### src/rtl/ifetch_pkg.sv
// Shared types and constants for the instruction-fetch stage.
package ifetch_pkg;

    typedef enum logic {BOOT, RUN} state_t;

    localparam logic [1:0] JMP_NONE = 2'b00;
    localparam logic [1:0] JMP_J    = 2'b01;
    localparam logic [1:0] JMP_JR   = 2'b10;

    localparam logic [31:0] INSTR_BYTES = 32'd4;

endpackage

### src/rtl/ifetch_next_pc.sv
// Next-PC priority mux: JR > J/JAL > taken branch > pc+4.
module ifetch_next_pc
    import ifetch_pkg::*;
(
    input  logic [31:0] i_pc,
    input  logic [31:0] i_pc_d4,
    input  logic        i_if_valid,
    input  logic        i_branch_taken,
    input  logic [31:0] i_branch_target,
    input  logic [1:0]  i_jump,
    input  logic [25:0] i_jump_index,
    input  logic [31:0] i_jr_addr,
    output logic        o_redirect,
    output logic [31:0] o_next_pc,
    output logic        o_misalign
);

    always_comb begin
        o_redirect = 1'b0;
        o_next_pc  = i_pc + INSTR_BYTES;
        // Redirect sources are only trusted when decode holds a real instruction
        if (i_if_valid) begin
            priority case (1'b1)
                (i_jump == JMP_JR): begin
                    o_redirect = 1'b1;
                    o_next_pc  = i_jr_addr;
                end
                (i_jump == JMP_J): begin
                    o_redirect = 1'b1;
                    o_next_pc  = {i_pc_d4[31:28], i_jump_index, 2'b00};
                end
                i_branch_taken: begin
                    o_redirect = 1'b1;
                    o_next_pc  = i_branch_target;
                end
                default: ;
            endcase
        end
        o_misalign = o_redirect && (o_next_pc[1:0] != 2'b00);
    end

endmodule

### src/rtl/ifetch_stage.sv
// MIPS fetch stage: PC, next-PC select, IF/ID register.
// Optional misaligned-redirect trap: IFETCH_MISALIGN_TRAP_EN.
module ifetch_stage
    import ifetch_pkg::*;
#(
    parameter logic [31:0] RESET_PC   = 32'h0000_0000,
    parameter int          IMEM_BYTES = 256,
    parameter logic [31:0] EXC_VECTOR = 32'h0000_0080
) (
    input  logic        clk,
    input  logic        rst_n,
    input  logic        stall,
    input  logic        branch_taken,
    input  logic [31:0] branch_target,
    input  logic [1:0]  jump,
    input  logic [25:0] jump_index,
    input  logic [31:0] jr_addr,
    output logic [31:0] imem_addr,
    input  logic [31:0] imem_rdata,
    output logic [31:0] if_instr,
    output logic [31:0] if_pc,
    output logic [31:0] if_pc4,
    output logic        if_valid,
    output logic        fetch_exc,
    output logic [31:0] bad_addr
);

    localparam int AW = $clog2(IMEM_BYTES);

    state_t      r_state;
    logic [31:0] r_pc;
    logic [31:0] r_if_instr;
    logic [31:0] r_if_pc;
    logic [31:0] r_if_pc4;
    logic        r_if_valid;

    logic        w_redirect;
    logic [31:0] w_next_pc;
    logic        w_misalign;
    logic [31:0] w_pc4;

    assign w_pc4     = r_pc + INSTR_BYTES;
    assign imem_addr = {{(32-AW){1'b0}}, r_pc[AW-1:0]};
    assign if_instr  = r_if_instr;
    assign if_pc     = r_if_pc;
    assign if_pc4    = r_if_pc4;
    assign if_valid  = r_if_valid;

    ifetch_next_pc u_next_pc (
        .i_pc            (r_pc),
        .i_pc_d4         (r_if_pc4),
        .i_if_valid      (r_if_valid),
        .i_branch_taken  (branch_taken),
        .i_branch_target (branch_target),
        .i_jump          (jump),
        .i_jump_index    (jump_index),
        .i_jr_addr       (jr_addr),
        .o_redirect      (w_redirect),
        .o_next_pc       (w_next_pc),
        .o_misalign      (w_misalign)
    );

`ifdef IFETCH_MISALIGN_TRAP_EN
    logic        r_fetch_exc;
    logic [31:0] r_bad_addr;
    assign fetch_exc = r_fetch_exc;
    assign bad_addr  = r_bad_addr;
`else
    logic w_unused;
    assign w_unused  = ^{w_misalign, EXC_VECTOR};
    assign fetch_exc = 1'b0;
    assign bad_addr  = 32'h0;
`endif

    always_ff @(posedge clk or negedge rst_n) begin
        if (!rst_n) begin
            r_state    <= BOOT;
            r_pc       <= RESET_PC;
            r_if_instr <= 32'h0;
            r_if_pc    <= 32'h0;
            r_if_pc4   <= 32'h0;
            r_if_valid <= 1'b0;
`ifdef IFETCH_MISALIGN_TRAP_EN
            r_fetch_exc <= 1'b0;
            r_bad_addr  <= 32'h0;
`endif
        end else begin
`ifdef IFETCH_MISALIGN_TRAP_EN
            r_fetch_exc <= 1'b0;
`endif
            case (r_state)
                BOOT: r_state <= RUN;
                RUN: begin
                    if (w_redirect) begin
                        r_if_valid <= 1'b0;
                        r_if_instr <= 32'h0;
`ifdef IFETCH_MISALIGN_TRAP_EN
                        if (w_misalign) begin
                            r_pc        <= EXC_VECTOR;
                            r_fetch_exc <= 1'b1;
                            r_bad_addr  <= w_next_pc;
                        end else begin
                            r_pc <= w_next_pc;
                        end
`else
                        r_pc <= {w_next_pc[31:2], 2'b00};
`endif
                    end else if (!stall) begin
                        r_pc       <= w_pc4;
                        r_if_instr <= imem_rdata;
                        r_if_pc    <= r_pc;
                        r_if_pc4   <= w_pc4;
                        r_if_valid <= 1'b1;
                    end
                end
                default: r_state <= BOOT;
            endcase
        end
    end

endmodule

### config.mk
export PLATFORM = sky130hd
export DESIGN_NAME = ifetch_stage
export DESIGN_NICKNAME = d
export VERILOG_FILES = /design/src/rtl/ifetch_pkg.sv /design/src/rtl/ifetch_next_pc.sv /design/src/rtl/ifetch_stage.sv
export SDC_FILE = /design/constraint.sdc
export NUM_CORES = 1
export LEC_CHECK = 0
export ABC_AREA = 0
export BUFFER_PORTS_ARGS = -buffer_cell sky130_fd_sc_hd__buf_2
export CAP_MARGIN = 20
export CORE_MARGIN = 1
export CORE_UTILIZATION = 30
export DETAILED_ROUTE_END_ITERATION = 8
export SLEW_MARGIN = 20
export SYNTH_ARGS = -nofsm -noshare
export SYNTH_HDL_FRONTEND = slang
export SYNTH_HIERARCHICAL = 1
export SYNTH_SLANG_ARGS = --single-unit
### constraint.sdc
create_clock -name clk -period 2.1 [get_ports clk]
set_input_delay 0.42 -clock clk [delete_from_list [all_inputs] [get_ports clk]]
set_output_delay 0.42 -clock clk [all_outputs]
set_load 0.005 [all_outputs]
==> results.md <==
- Crit path cell chain: and3_4 -> nor4b_4 -> buf_4 -> buf_4 -> nand4_1 -> xnor2_1 -> a22o_1 -> nor2_1 -> a31oi_1 -> a2bb2oi_1
- Post-route clock period utilization: 101.6%
- Gr usage total: 19.11%
- Mapped Cells: 987
- Longest Clk Path Bufs: 2
- CP arrival: 2.46 ns
- Routability Congestion: 0.9381
- CTS root buffer: clkbuf_16
- Area after DPL: 10170 sq um
- Vias in the first global route: 7641
- P_leak: 5.387 nW
- Internal Power: 7.829 mW
- Worst r2r path cells: 10
- Worst Setup EP: r_pc[19]$_DFFE_PN0N_
- Sequential power share: 31.2%
- Share of post-route cells with drive strength above 1: 34.31%
- Setup violators final: 1
- Design Area, Final: 11030 sq um
- Die Ht: 166.5 um
- Slowest cell on crit path: dfrtp_2
- Largest net degree at the start of global routing: 61
- Placed insts: 1578
- Num CTS Buffers: 17
- CP required: 2.42 ns
- Startpoint Class: flop
- Worst hold-check path type: in -> reg
- CTS Sinks: 124
- Final hold violations: 0
- Yosys warnings: 6
- Clock Skew: 0.006702 ns
- Total die area: 27710 sq um
- Mapped Area: 8115 sq um
- Tmin final: 2.134 ns
- Die Wd: 166.5 um
- Most common cell after layout, fill and taps aside: buf_2
- Worst IR drop on VDD: 0.0004953 V
- Layout Area Growth over Synthesis: 35.89%
- Logic pwr share: 45.5%
- Initial Utilization: 30.88%
- Layout Cells excl Fill: 1626
- Cell mode on critical path: buf_4
- RSZ-0062 raised after global routing: yes
- Final nets: 1409
- Peak Freq: 468.5 MHz
- Crit path depth: 10
- Crit path buf inv count: 2
- Row count: 59
- Clock Power Share: 23.4%
- Core area: 26280 sq um
- WL/cell: 16.39 um
- Total gr overflow: 0
- Ant diodes: 0
- WS Path Type: reg -> reg
- Io pins: 290
- Worst reg2reg startpoint: r_pc[2]$_DFFE_PN0N_
- Initial DRC Count: 584
- Max FO, Critical Path: 6
- Max-cap viol count: 0
- Worst-skew pair later-pin latency: 0.42 ns
- Vias per Instance: 4.952
- Router iterations before antenna repair: 9
- Dpl hpwl: 20000 um
- Clk pin slew, worst setup/hold paths: 0.07 ns
- Critical path capture point type: flop
- First-pass GRT wire length: 41560 um
- Initial antenna violation count: 0
- Syn_area_per_cell: 8.222 sq um
- CP max stage delay: 0.45 ns
- Port buffer count: 222
- Final core utilization: 41.96%
- Critical path startpoint: r_pc[2]$_DFFE_PN0N_
- Commonest cells after routing, fill and taps aside: buf_2 (220), nand2_1 (205), buf_4 (120)
- TritonCTS clock tree: built
- Sw Pwr: 4.915 mW
- Final wirelength: 26660 um
- Sw frac: 38.57%
- Antenna Nets Post-Route: 0
- Final worst slack: -0.03441 ns
- Delay-heaviest family, CP: compound AO/OA/AOI/OAI gates
- H-tree levels: 4
- Drt drc: 9
- Status: complete, but fails checks
- FF-to-FF End: r_pc[19]$_DFFE_PN0N_
- Violated checks: design-rule violations, negative setup slack
- Via count: 8052
- Final Slew Violations: 0
- Reg2reg setup slack: -0.03 ns
- Cell area power density: 1156 nW/um^2
-- worst min path at each step --
stage,depth (start not counted),to,from
2_1_floorplan,0,if_instr[0]$_DFFE_PN0N_,rst_n
3_3_place_gp,1,if_pc4[27]$_DFFE_PN0P_,rst_n
3_5_place_dp,1,if_pc4[27]$_DFFE_PN0P_,rst_n
4_1_cts,2,if_instr[17]$_DFFE_PN0N_,imem_rdata[17]
5_1_grt,2,if_instr[15]$_DFFE_PN0N_,imem_rdata[15]
6_report,2,if_instr[15]$_DFFE_PN0N_,imem_rdata[15]
-- area by class of cell --
cell class / count / area [sq um]
fill: 2636 / 15250
multi-input combinational: 764 / 4499
sequential: 124 / 3112
timing repair buffer: 362 / 2371
clock buffer: 17 / 425.4
tap: 335 / 419.2
clock inverter: 14 / 161.4
inverter: 10 / 40.04
-- power by group through the flow --
stage / sequential (mW) / clock [mW] / combinational, mW
5_1_grt: 4.10 / 3.15 / 6.39
2_1_floorplan: 4.19 / 0 / 2.87
3_3_place_gp: 3.94 / 0 / 5.49
3_5_place_dp: 3.96 / 0 / 5.55
4_1_cts: 3.94 / 3.04 / 5.61
6_report: 3.97 / 2.98 / 5.80
-- per-layer routing --
layer	share of wire [%]	global-route usage (%)
met4	2.1	6.039
met2	50	33.41
met1	42	23.66
met5	0	0
met3	5.7	3.588
-- worst reg2reg max path, stage by stage, from the launching register on --
cell and delay [ns]:
dfrtp_2 0.45, and3_4 0.21, nor4b_4 0.18, buf_4 0.18, buf_4 0.13, nand4_1 0.09
xnor2_1 0.21, a22o_1 0.20, nor2_1 0.05, a31oi_1 0.13, a2bb2oi_1 0.21
-- registers in the layout (all words and copies together), names as in the netlist --
name      cells
if_valid      1
if_pc4       30
r_state       1
if_instr     32
r_pc         30
if_pc        30
-- stage by stage --
| step | TNS [ns] | setup WS, ns | power [mW] | hold slack [ns] |
|---|---|---|---|---|
| after detailed placement | -0.07486 | -0.05027 | 9.513 | 0.3742 |
| after global placement | -0.02553 | -0.02553 | 9.436 | 0.3711 |
| after CTS | 0 | 0.001396 | 12.59 | 0.2001 |
| after floorplan | -0.07082 | -0.07082 | 7.064 | 0.1244 |
| final | -0.03441 | -0.03441 | 12.74 | 0.2144 |
| after global routing | -0.6411 | -0.1307 | 13.64 | 0.1987 |
-- timing repair --
action,4_1_cts,5_1_grt
buffers inserted,4,12
hold buffers,1,0
pin swaps,4,26
cloned,0,0
endpoints found under the hold margin,21,0
endpoints found under the setup margin,8,23
gates resized for setup,5,26
No activity file was read; power rests on OpenSTA's default activity.
